File: src/rtl/hsi_pkg.sv
// Shared types and constants for the HSI colour-mask stage.
// Stats logic is built only when HSI_BBOX_STATS_EN is defined.
package hsi_pkg;

  localparam int HSI_W   = 8;
  localparam int COORD_W = 10;
  localparam int CNT_W   = 19;
  localparam int H_DISP  = 640;
  localparam int V_DISP  = 480;

  typedef enum logic {
    IDLE,
    ACTIVE
  } state_t;

  typedef struct packed {
    logic [HSI_W-1:0] h_lo;
    logic [HSI_W-1:0] h_hi;
    logic [HSI_W-1:0] s_lo;
    logic [HSI_W-1:0] i_lo;
  } thr_t;

  localparam logic [COORD_W-1:0] MIN_RST = '1;
  localparam logic [COORD_W-1:0] MAX_RST = '0;
  localparam logic [CNT_W-1:0]   CNT_RST = '0;
  localparam logic [CNT_W-1:0]   CNT_MAX = '1;
  localparam logic [COORD_W-1:0] X_LAST  = COORD_W'(H_DISP - 1);
  localparam logic [COORD_W-1:0] Y_LAST  = COORD_W'(V_DISP - 1);

endpackage

File: src/rtl/hsi_range_cmp.sv
// Combinational HSI threshold test; hue range may wrap through red.
module hsi_range_cmp
  import hsi_pkg::*;
(
  input  thr_t             thr,
  input  logic [HSI_W-1:0] h,
  input  logic [HSI_W-1:0] s,
  input  logic [HSI_W-1:0] i,
  output logic             match
);

  logic hue_ok;

  always_comb begin
    hue_ok = 1'b0;
    if (thr.h_lo <= thr.h_hi)
      hue_ok = (h >= thr.h_lo) && (h <= thr.h_hi);
    else
      hue_ok = (h >= thr.h_lo) || (h <= thr.h_hi);
    match = hue_ok && (s >= thr.s_lo) && (i >= thr.i_lo);
  end

endmodule

File: src/rtl/hsi_color_mask.sv
// Two-stage HSI colour mask with per-frame bounding-box statistics.
// Stats logic is built only when HSI_BBOX_STATS_EN is defined.
module hsi_color_mask
  import hsi_pkg::*;
(
  input  logic               clk,
  input  logic               rst_n,
  input  logic               HSI_hsync,
  input  logic               HSI_vsync,
  input  logic               HSI_de,
  input  logic [HSI_W-1:0]   H_data,
  input  logic [HSI_W-1:0]   S_data,
  input  logic [HSI_W-1:0]   I_data,
  input  logic [HSI_W-1:0]   h_lo,
  input  logic [HSI_W-1:0]   h_hi,
  input  logic [HSI_W-1:0]   s_lo,
  input  logic [HSI_W-1:0]   i_lo,
  output logic               mask_hsync,
  output logic               mask_vsync,
  output logic               mask_de,
  output logic               mask_data,
  output logic [COORD_W-1:0] bbox_x_min,
  output logic [COORD_W-1:0] bbox_x_max,
  output logic [COORD_W-1:0] bbox_y_min,
  output logic [COORD_W-1:0] bbox_y_max,
  output logic [CNT_W-1:0]   pix_count,
  output logic               bbox_empty,
  output logic               bbox_valid
);

  thr_t thr_in, thr_q, thr_eff;
  logic vs_q, fs, match;
  logic s1_hs, s1_vs, s1_de, s1_match;

  assign thr_in  = {h_lo, h_hi, s_lo, i_lo};
  assign fs      = HSI_vsync & ~vs_q;
  // frame-start pixel already uses the new thresholds
  assign thr_eff = fs ? thr_in : thr_q;

  hsi_range_cmp u_cmp (
    .thr   (thr_eff),
    .h     (H_data),
    .s     (S_data),
    .i     (I_data),
    .match (match)
  );

  always_ff @(posedge clk or negedge rst_n) begin
    if (!rst_n) begin
      vs_q       <= 1'b0;
      thr_q      <= '0;
      s1_hs      <= 1'b0;
      s1_vs      <= 1'b0;
      s1_de      <= 1'b0;
      s1_match   <= 1'b0;
      mask_hsync <= 1'b0;
      mask_vsync <= 1'b0;
      mask_de    <= 1'b0;
      mask_data  <= 1'b0;
    end else begin
      vs_q       <= HSI_vsync;
      if (fs) thr_q <= thr_in;
      s1_hs      <= HSI_hsync;
      s1_vs      <= HSI_vsync;
      s1_de      <= HSI_de;
      s1_match   <= match & HSI_de;
      mask_hsync <= s1_hs;
      mask_vsync <= s1_vs;
      mask_de    <= s1_de;
      mask_data  <= s1_match & s1_de;
    end
  end

`ifdef HSI_BBOX_STATS_EN

  state_t state_q, state_d;
  logic acc_en, rpt_en, de_q, hit;
  logic [COORD_W-1:0] x_cnt, y_cnt, cur_x, cur_y;
  logic [COORD_W-1:0] ax_min, ax_max, ay_min, ay_max;
  logic [COORD_W-1:0] nx_min, nx_max, ny_min, ny_max;
  logic [CNT_W-1:0]   a_cnt, n_cnt;

  always_ff @(posedge clk or negedge rst_n) begin
    if (!rst_n) state_q <= IDLE;
    else        state_q <= state_d;
  end

  always_comb begin
    state_d = state_q;
    unique case (state_q)
      IDLE:    if (fs) state_d = ACTIVE;
      ACTIVE:  state_d = ACTIVE;
      default: state_d = IDLE;
    endcase
  end

  always_comb begin
    acc_en = 1'b0;
    rpt_en = 1'b0;
    unique case (state_q)
      IDLE:    acc_en = fs;
      ACTIVE: begin
        acc_en = 1'b1;
        rpt_en = fs;
      end
      default: ;
    endcase
  end

  assign cur_x = fs ? '0 : x_cnt;
  assign cur_y = fs ? '0 : y_cnt;
  assign hit   = HSI_de & match;

  always_comb begin
    nx_min = fs ? MIN_RST : ax_min;
    nx_max = fs ? MAX_RST : ax_max;
    ny_min = fs ? MIN_RST : ay_min;
    ny_max = fs ? MAX_RST : ay_max;
    n_cnt  = fs ? CNT_RST : a_cnt;
    if (acc_en && hit) begin
      if (cur_x < nx_min) nx_min = cur_x;
      if (cur_x > nx_max) nx_max = cur_x;
      if (cur_y < ny_min) ny_min = cur_y;
      if (cur_y > ny_max) ny_max = cur_y;
      if (n_cnt != CNT_MAX) n_cnt = n_cnt + 1'b1;
    end
  end

  always_ff @(posedge clk or negedge rst_n) begin
    if (!rst_n) begin
      de_q  <= 1'b0;
      x_cnt <= '0;
      y_cnt <= '0;
    end else begin
      de_q <= HSI_de;
      if (fs) begin
        x_cnt <= HSI_de ? COORD_W'(1) : '0;
        y_cnt <= '0;
      end else if (HSI_de) begin
        if (x_cnt != X_LAST) x_cnt <= x_cnt + 1'b1;
      end else if (de_q) begin
        x_cnt <= '0;
        if (y_cnt != Y_LAST) y_cnt <= y_cnt + 1'b1;
      end
    end
  end

  always_ff @(posedge clk or negedge rst_n) begin
    if (!rst_n) begin
      ax_min     <= MIN_RST;
      ax_max     <= MAX_RST;
      ay_min     <= MIN_RST;
      ay_max     <= MAX_RST;
      a_cnt      <= CNT_RST;
      bbox_x_min <= '0;
      bbox_x_max <= '0;
      bbox_y_min <= '0;
      bbox_y_max <= '0;
      pix_count  <= '0;
      bbox_empty <= 1'b1;
      bbox_valid <= 1'b0;
    end else begin
      ax_min     <= nx_min;
      ax_max     <= nx_max;
      ay_min     <= ny_min;
      ay_max     <= ny_max;
      a_cnt      <= n_cnt;
      bbox_valid <= rpt_en;
      if (rpt_en) begin
        pix_count  <= a_cnt;
        bbox_empty <= (a_cnt == CNT_RST);
        if (a_cnt == CNT_RST) begin
          bbox_x_min <= '0;
          bbox_x_max <= '0;
          bbox_y_min <= '0;
          bbox_y_max <= '0;
        end else begin
          bbox_x_min <= ax_min;
          bbox_x_max <= ax_max;
          bbox_y_min <= ay_min;
          bbox_y_max <= ay_max;
        end
      end
    end
  end

`else

  assign bbox_x_min = '0;
  assign bbox_x_max = '0;
  assign bbox_y_min = '0;
  assign bbox_y_max = '0;
  assign pix_count  = '0;
  assign bbox_empty = 1'b1;
  assign bbox_valid = 1'b0;

`endif

endmodule

File: config.mk
export PLATFORM = sky130hd
export DESIGN_NAME = hsi_color_mask
export DESIGN_NICKNAME = d
export VERILOG_FILES = /design/src/rtl/hsi_pkg.sv /design/src/rtl/hsi_range_cmp.sv /design/src/rtl/hsi_color_mask.sv
export SDC_FILE = /design/constraint.sdc
export NUM_CORES = 1
export LEC_CHECK = 0
export CAP_MARGIN = 20
export CORE_ASPECT_RATIO = 1.5
export CORE_UTILIZATION = 39
export DETAILED_ROUTE_END_ITERATION = 12
export PLACE_DENSITY = 0.82
export SYNTH_ARGS = -nofsm -noshare
export SYNTH_HDL_FRONTEND = slang
export SYNTH_HIERARCHICAL = 1
export SYNTH_SLANG_ARGS = --single-unit
File: constraint.sdc
create_clock -name clk -period 2.45 [get_ports clk]
set_input_delay 0.245 -clock clk [delete_from_list [all_inputs] [get_ports clk]]
set_output_delay 0.245 -clock clk [all_outputs]
set_load 0.05 [all_outputs]
==> After elaboration in Yosys (flattened, before gate mapping) <==
Cells that the tools add are included.
{ "totals": {"input_bits": 61, "word_cells": 27, "register_bits": 40} }
{ "classes": {"n_reduce_logical": 4, "mux": 2, "bitwise_logic": 4, "magnitude_cmp": 5} }
{ "op_table": {"columns": ["op", "count"], "rows": [
  ["32-bit two-way mux", 1],
  ["8-bit greater-or-equal comparator", 3],
  ["8-bit less-or-equal comparator", 2],
  ["1-bit bitwise AND", 3],
  ["1-bit logical AND", 3],
  ["1-bit logical OR", 1],
  ["1-bit two-way mux", 1],
  ["1-bit inverter", 1]
]} }

==> Logic depth before layout (Yosys ltp) <==
Gate-level depths: netlist of run 1.
{ "depth": {"ltp_word": 9, "mapped_depth": 12, "ltp_nobuf": 10} }

==> Cells and area by module <==
The synthesis of run 1 kept the hierarchy.
{ "by_module_without_submodules": {"columns": ["module", "seq_area_each_um2", "n_inst", "area_per_inst_um2", "cells_each"], "rows": [
  ["hsi_color_mask", 1001.0, 1, 2037.0, 142],
  ["hsi_range_cmp", 0.0, 1, 965.9, 128]
]} }

==> Least setup slack after synthesis of run 1 <==
No wires, ideal clock.
{ "synth_timing": {"kind": "register to register", "from": "reg s1_vs (netlist name)", "to": "reg s1_match", "required_time_ps": 2331, "path_stages_with_launch": 12, "path_slack_ps": 71, "arrival_ps": 2260, "synth_period_minus_slack_ps": 2379, "path_cell_list": "dfrtp_1 nand2b_4 buf_6 buf_12 mux2_4 ha_1 nand2b_4 a2111oi_2 o41ai_1 a31oi_1 nor3_1 and2_1"} }
{ "synth_rtl": {"columns": ["element", "line_no", "rtl"], "rows": [
  ["end signal: assignment", "hsi_color_mask.sv:66", "s1_match <= match & HSI_de;"],
  ["end: declaration", "hsi_color_mask.sv:33", "logic s1_hs, s1_vs, s1_de, s1_match;"]
]} }

==> results.yml, run 1 <==
synth:
  ys_types: 32
  post_synth.cell_area_avg_um2: 11.1
  ys_warn_count: 6
  post_synth_instance_area_um2: 3000
  postSynthRegisterBits: 40
  synthCells: 270
  ys_seq_area_frac: 0.333
placement:
  numPlacedInstances: 444
  preCtsSetupSlack_ns: -0.363
  placedInstanceArea_um2: 3600
  place.port_buffers: 64
  dpl.hpwl_um: 4710
  finalWeightedCongestion: 0.841
setup_path:
  sum_of_buffers_and_inverters_on_the_critical_path: 3
  timing.critical_path.slowest_cell_delay_ns: 0.41
  criticalPathCategory: "reg2reg"
  crit_arrival_ns: 2.57
  worstSetupEndpointType: "flop"
  reg_to_reg_setup_timing_slack_ns: 0.06
  worst_setup_path_start_kind: "flop"
  worstPathMaxFanout: 6
  critical_path.top_delay_family: "simple AND/OR/NAND/NOR gates"
  cp.required_ns: 2.63
  worst_path_max_delay_cell: "sky130_fd_sc_hd__dfrtp_1"
  worstPathCellList: "nand2b_4 > buf_12 > mux2_4 > inv_4 > buf_4 > ha_1 > nand4_1 > nor2_1 > a211o_1 > a31oi_1 > nor3_1 > and2_1"
sta:
  timing.final.ws_setup_ns: 0.0637
  maxClockFrequency_ghz: 0.419
  maxSlewHeadroom: 0.403
  min_period_ns: 2.39
  final_max_slew_viol_count: 0
  unrepaired_setup_endpoints_after_global_routing: "true"
  worstMarginPinSlew_ns: 0.895
  final.period_utilization: 0.974
  final_setup_viols: 0
  timing.clock.skew_ns: 0.00395
  hold_viol_final: 0
detailed_routing:
  detail_route.first_pass.iterations: 4
  route.detailed.drc: 0
  route.antenna.remaining_nets: 0
  drtIter0Drc: 89
  drt_wl_total_um: 6090
  detail_route.wl_per_cell_um: 13.3
  detail_route.vias_per_cell: 4.52
  num_vias: 2073
die:
  die_width_um: 73.6
  floorplan.initialDensity: 0.410
  ios: 126
  floorplan.core_area_um2: 7320
  floorplan.die_area_um2: 8060
  floorplan.rows: 38
  fp.dieH_um: 109
cells_and_area:
  antenna-diode-count: 0
  final_design_area_no_fill_um2: 3810
  areaGrowthSynthToFinish_pct: 26.9
  finalNetCount: 459
  fill_cell_instance_count_of_the_final_layout: 669
  drive_gt1_frac: 0.209
  finalCoreUtilization: 0.520
  finish.cell_count_without_fillers: 459
power:
  p_leak_nw: 1.96
  p_total_mw: 2.17
  pwr_density_cell_nw_per_um2: 570
  ir_worst_vdd_mv: 0.260
global_route:
  grt_pass1_wl_um: 9100
  antenna_found_initial: 0
  maximum_number_of_pins_on_one_net_before_global_route_repair: 41
  grt_remaining_overflow: 0
  via_count_of_the_first_global_routing_pass: 2020
  global_route.usage.total: 0.150
outcome:
  result_of_the_run: "complete, no violations"
cts:
  clock_latency_ns: 0.29
  htree_levels: 2
  cts.sinks: 40
  cts.root.buffer_cell: "sky130_fd_sc_hd__clkbuf_8"
  cts.clk_slew.worst_paths_ns: 0.07
  clock_tree.buffer_depth: 2
  cts_tree: "built"
  number_of_cts_inserted_buffers: 5
worst_hold_path:
  class_of_the_tightest_hold_or_removal_check: "in2async"
run:
  max_cap_viol_count: 0
power breakdown:
part / total (mW) / leakage, nW / switching (mW) / internal [mW]
sequential: 0.770 / 0.473 / 0.0261 / 0.743
clock: 0.450 / 0.0455 / 0.221 / 0.230
combinational: 0.950 / 1.44 / 0.530 / 0.420
total: 2.17 / 1.96 / 0.777 / 1.39
synthesized netlist by cell type:
master | number | area (µm²)
sky130_fd_sc_hd__inv_1 | 32 | 120
sky130_fd_sc_hd__and2_1 | 2 | 12.5
sky130_fd_sc_hd__o31a_1 | 1 | 8.76
sky130_fd_sc_hd__nor2b_1 | 1 | 6.26
sky130_fd_sc_hd__a2111oi_0 | 1 | 8.76
sky130_fd_sc_hd__a21oi_1 | 11 | 55.1
sky130_fd_sc_hd__and4b_1 | 1 | 10.0
sky130_fd_sc_hd__a211oi_1 | 1 | 7.51
sky130_fd_sc_hd__dfrtp_1 | 40 | 1000
sky130_fd_sc_hd__nor2_1 | 5 | 18.8
sky130_fd_sc_hd__o21a_1 | 3 | 22.5
sky130_fd_sc_hd__a21o_1 | 1 | 7.51
sky130_fd_sc_hd__o221ai_1 | 1 | 8.76
sky130_fd_sc_hd__ha_1 | 40 | 500
sky130_fd_sc_hd__o22ai_1 | 1 | 6.26
sky130_fd_sc_hd__a31oi_1 | 2 | 12.5
sky130_fd_sc_hd__a2111oi_2 | 1 | 15.0
sky130_fd_sc_hd__o211ai_1 | 2 | 15.0
sky130_fd_sc_hd__nand2_1 | 5 | 18.8
sky130_fd_sc_hd__mux2_2 | 2 | 22.5
sky130_fd_sc_hd__o41ai_1 | 1 | 8.76
sky130_fd_sc_hd__o21ai_0 | 5 | 25.0
sky130_fd_sc_hd__nor3_1 | 3 | 15.0
sky130_fd_sc_hd__buf_12 | 3 | 60.1
sky130_fd_sc_hd__conb_1 | 2 | 7.51
sky130_fd_sc_hd__nand2b_1 | 2 | 12.5
sky130_fd_sc_hd__buf_4 | 61 | 458
sky130_fd_sc_hd__nand4_1 | 5 | 31.3
sky130_fd_sc_hd__nand2b_4 | 2 | 27.5
sky130_fd_sc_hd__mux2_4 | 30 | 450
sky130_fd_sc_hd__buf_6 | 1 | 11.3
sky130_fd_sc_hd__a211o_1 | 2 | 17.5
layout by cell type, fill, tap and decap left out, drive strengths merged, types with 5 or more instances in the layout:
master | netlist | routed
clkdlybuf4s50 | 0 | 62
conb | 2 | 61
dfrtp | 40 | 40
ha | 40 | 40
mux2 | 32 | 32
inv | 32 | 32
buf | 65 | 23
a21oi | 11 | 11
clkbuf | 0 | 8
nand2 | 5 | 5
nor2 | 5 | 5
nand4 | 5 | 5
nand2b | 4 | 5
o21ai | 5 | 5
stage by stage:
stage	TNS, ns	hold slack, ns
after global routing	-0.0838	0.150
after global placement	-0.310	0.344
after detailed placement	-0.363	0.338
final	0	0.0801
after floorplan	0	-0.0506
after CTS	0	0.106
flip-flops by register name (all words and copies together), names as in the netlist:
signal,count
mask_data,1
mask_de,1
mask_hsync,1
mask_vsync,1
s1_de,1
s1_hs,1
s1_match,1
s1_vs,1
thr_q,32
worst reg2reg max path, stage by stage (launching register included):
cell and delay, ns:
sky130_fd_sc_hd__dfrtp_1 0.41, sky130_fd_sc_hd__nand2b_4 0.21, sky130_fd_sc_hd__buf_12 0.16, sky130_fd_sc_hd__mux2_4 0.31, sky130_fd_sc_hd__inv_4 0.07, sky130_fd_sc_hd__buf_4 0.10, sky130_fd_sc_hd__ha_1 0.24, sky130_fd_sc_hd__nand4_1 0.12
sky130_fd_sc_hd__nor2_1 0.06, sky130_fd_sc_hd__a211o_1 0.24, sky130_fd_sc_hd__a31oi_1 0.17, sky130_fd_sc_hd__nor3_1 0.07, sky130_fd_sc_hd__and2_1 0.13
final cells by class:
type	count	area, µm²	share of cell area
timing repair buffer	86	828	0.217
tap	100	125	0.0328
clock buffer	8	90.1	0.0236
sequential	40	1000	0.263
multi-input combinational	193	1640	0.431
inverter	32	123	0.0322
path summary, 6_finish.rpt:
kind,start,to,cells past startpoint
min in group clk,HSI_vsync,s1_vs,1
max in group asynchronous,rst_n,thr_q[11],1
min reg2reg,s1_hs,mask_hsync,0
min,rst_n,mask_hsync,1
max reg2reg,s1_vs,s1_match,12
max,s1_vs,s1_match,12
per-layer routing:
layer	track usage	vias to the layer above	wire, µm	share of wire
met5	0	-	0	0
met4	0.0769	0	173	0.028
met3	0.0284	15	465	0.076
met2	0.294	109	3260	0.53
met1	0.144	975	2200	0.36
li1	-	974	-	-
kinds of logic after synthesis:
kind of cell               count (synthesis)  synth area share
DFF                                       40             0.333
buffers and inverters                     97             0.216
AOI/OAI and AO/OA                         33            0.0729
adders and majority gates                 40             0.167
and+or+nand+nor                           26            0.0508
muxes                                     32             0.157
other                                      2           0.00250
what timing repair did:
| item | 4_1_cts | 5_1_grt |
|---|---|---|
| gates cloned | 1 | 0 |
| setup buffers | 2 | 4 |
| hold buffers | 0 | 0 |
| setup endpoints to repair | 1 | 1 |
| endpoints found under the hold margin | 0 | 0 |
| pin swaps | 1 | 9 |
| gates resized for setup | 4 | 13 |
Power figures use the tool's default switching activity.
==> run 2: changes to the inputs <==
Settings changed: CTS_CLUSTER_DIAMETER set to 60, PLACE_DENSITY 0.82 to 0.77.
==> run 2 against run 1 <==
Against the previous run: sequential cell count unchanged; final cell count fell by 0.87%; non-clock buffer count down 2; combinational power grew 3.2%; critical path type unchanged; critical endpoint unchanged; largest cell class unchanged.
==> results.yml, run 2 (same netlist as run 1, synthesis figures left out) <==
cells_and_area:
  fill_cell_instance_count_of_the_final_layout: 654
  largest_register_ffs: 32
  final_common_cell: "sky130_fd_sc_hd__clkdlybuf4s50_1"
  areaGrowthSynthToFinish_pct: 28.6
  drive_gt1_frac: 0.220
  mostFrequentLayoutCells: "sky130_fd_sc_hd__clkdlybuf4s50_1, sky130_fd_sc_hd__conb_1, sky130_fd_sc_hd__dfrtp_1, sky130_fd_sc_hd__ha_1, sky130_fd_sc_hd__mux2_4"
  finalCoreUtilization: 0.527
  final_design_area_no_fill_um2: 3860
  registers.top_by_ff_count: "thr_q"
  finalNetCount: 456
  antenna-diode-count: 0
setup_path:
  cp.required_ns: 2.63
  worstPathCellList: "nand2b_4 > buf_6 > mux2_4 > inv_1 > ha_4 > nand4_1 > buf_4 > a211o_1 > a31oi_1 > nor3_1 > and2_1"
  crit_arrival_ns: 2.52
  worst_path_max_delay_cell: "sky130_fd_sc_hd__dfrtp_1"
  worstSetupEndpointType: "flop"
  worst_setup_path_start_kind: "flop"
  reg_to_reg_setup_timing_slack_ns: 0.11
  r2r.worst_path.cells: 11
  critical_path.top_delay_family: "simple AND/OR/NAND/NOR gates"
  worstReg2RegStart: "s1_vs"
  worstPathMaxFanout: 6
  sum_of_buffers_and_inverters_on_the_critical_path: 3
  timing.critical_path.slowest_cell_delay_ns: 0.38
  criticalPathCategory: "reg2reg"
  r2r-end: "s1_match"
detailed_routing:
  route.antenna.remaining_nets: 0
  detail_route.vias_per_cell: 4.32
  drtIter0Drc: 77
  drt_wl_total_um: 5920
  num_vias: 1965
  detail_route.wl_per_cell_um: 13.0
  route.detailed.drc: 0
  detail_route.first_pass.iterations: 4
global_route:
  grt_remaining_overflow: 0
  antenna_found_initial: 0
  via_count_of_the_first_global_routing_pass: 1967
  grt_pass1_wl_um: 8830
  maximum_number_of_pins_on_one_net_before_global_route_repair: 41
  global_route.usage.total: 0.146
sta:
  worstMarginPinSlew_ns: 0.900
  hold_viol_final: 0
  hold_slack_ns: 0.0786
  final.period_utilization: 0.957
  final.setup.tns_ns: 0
  final_max_slew_viol_count: 0
  maxSlewHeadroom: 0.400
  timing.clock.skew_ns: 0.00414
  maxClockFrequency_ghz: 0.427
  final_setup_viols: 0
  min_period_ns: 2.34
die:
  floorplan.initialDensity: 0.410
  floorplan.die_area_um2: 8060
  fp.dieH_um: 109
  die_width_um: 73.6
  floorplan.core_area_um2: 7320
  ios: 126
  floorplan.rows: 38
power:
  pwr_density_cell_nw_per_um2: 573
  p_leak_nw: 1.96
  power.clock.fraction: 0.210
  switching_share: 0.352
  power.combinational.fraction: 0.442
  ir_worst_vdd_mv: 0.213
  power_switching_mw: 0.780
  pwr-share-seq: 0.347
  p_int_mw: 1.43
cts:
  clock_latency_ns: 0.29
  cts.sinks: 40
  number_of_cts_inserted_buffers: 5
  cts.clk_slew.worst_paths_ns: 0.07
  cts.root.buffer_cell: "sky130_fd_sc_hd__clkbuf_8"
  cts_hold_buffers: 0
  htree_levels: 2
  clock_tree.buffer_depth: 2
  cts_tree: "built"
placement:
  place.port_buffers: 64
  finalWeightedCongestion: 0.841
  placedInstanceArea_um2: 3630
  dpl.hpwl_um: 4580
outcome:
  result_of_the_run: "complete, no violations"
run:
  max_cap_viol_count: 0
worst_hold_path:
  class_of_the_tightest_hold_or_removal_check: "in2async"
==> run 2: changes by cell type in the layout (fill, tap and decap cells not counted), moves of 2 or more <==
cell,change
sky130_fd_sc_hd__ha_4,+4
sky130_fd_sc_hd__buf_6,+2
sky130_fd_sc_hd__buf_4,-4
sky130_fd_sc_hd__clkbuf_1,-2
sky130_fd_sc_hd__ha_1,-4
sky130_fd_sc_hd__a2111oi_2,-2
==> run 2: worst reg2reg max path: stages (launching register included) <==
cell,delay [ns]
sky130_fd_sc_hd__dfrtp_1,0.38
sky130_fd_sc_hd__nand2b_4,0.20
sky130_fd_sc_hd__buf_6,0.16
sky130_fd_sc_hd__mux2_4,0.30
sky130_fd_sc_hd__inv_1,0.13
sky130_fd_sc_hd__ha_4,0.14
sky130_fd_sc_hd__nand4_1,0.11
sky130_fd_sc_hd__buf_4,0.16
sky130_fd_sc_hd__a211o_1,0.28
sky130_fd_sc_hd__a31oi_1,0.17
sky130_fd_sc_hd__nor3_1,0.06
sky130_fd_sc_hd__and2_1,0.15
==> run 2: cell type report <==
type | instances | area (µm²) | share of cell area
tap | 100 | 125 | 0.0324
clock buffer | 7 | 96.3 | 0.0250
sequential | 40 | 1000 | 0.259
inverter | 32 | 123 | 0.0318
multi-input combinational | 192 | 1700 | 0.439
timing repair buffer | 84 | 821 | 0.213
==> run 2: worst max-delay path by stage <==
| stage | startpoint | endpoint | slack (ns) | depth (start not counted) |
|---|---|---|---|---|
| 3_3_place_gp | HSI_vsync | s1_match | -0.28 | 11 |
| 3_5_place_dp | HSI_vsync | s1_match | -0.34 | 11 |
| 2_1_floorplan | s1_vs | s1_match | 0.07 | 11 |
| 6_report | s1_vs | s1_match | 0.11 | 11 |
| 4_1_cts | s1_vs | s1_match | 0.005 | 11 |
| 5_1_grt | s1_vs | s1_match | -0.05 | 11 |
==> run 2: metal layers <==
| metal | global-route usage | routed length [µm] | vias to the layer above |
|---|---|---|---|
| met5 | 0 | 0 | - |
| li1 | - | - | 962 |
| met3 | 0.0229 | 382 | 6 |
| met1 | 0.154 | 2320 | 903 |
| met2 | 0.278 | 3130 | 94 |
| met4 | 0.0618 | 87 | 0 |
==> run 2: power by group through the flow <==
stage               logic (mW)  registers [mW]  clock network (mW)
CTS                      0.906           0.769               0.484
detailed placement       0.900           0.782                   0
floorplan                0.702           0.784                   0
global placement         0.880           0.777                   0
global route              1.08           0.776               0.510
finish                   0.980           0.769               0.465
==> run 2: through the flow <==
step / setup WS, ns / cells / power, mW
finish: 0.106 / 455 / 2.21
global route: -0.0534 / 455 / 2.36
CTS: 0.00495 / 455 / 2.16
detailed placement: -0.339 / 448 / 1.68
global placement: -0.285 / 448 / 1.66
floorplan: 0.0713 / 329 / 1.49
==> run 2: repair_timing <==
action	in CTS	in global routing
pin swaps	0	11
endpoints found under the setup margin	1	1
buffers inserted	0	0
gates resized for setup	1	24
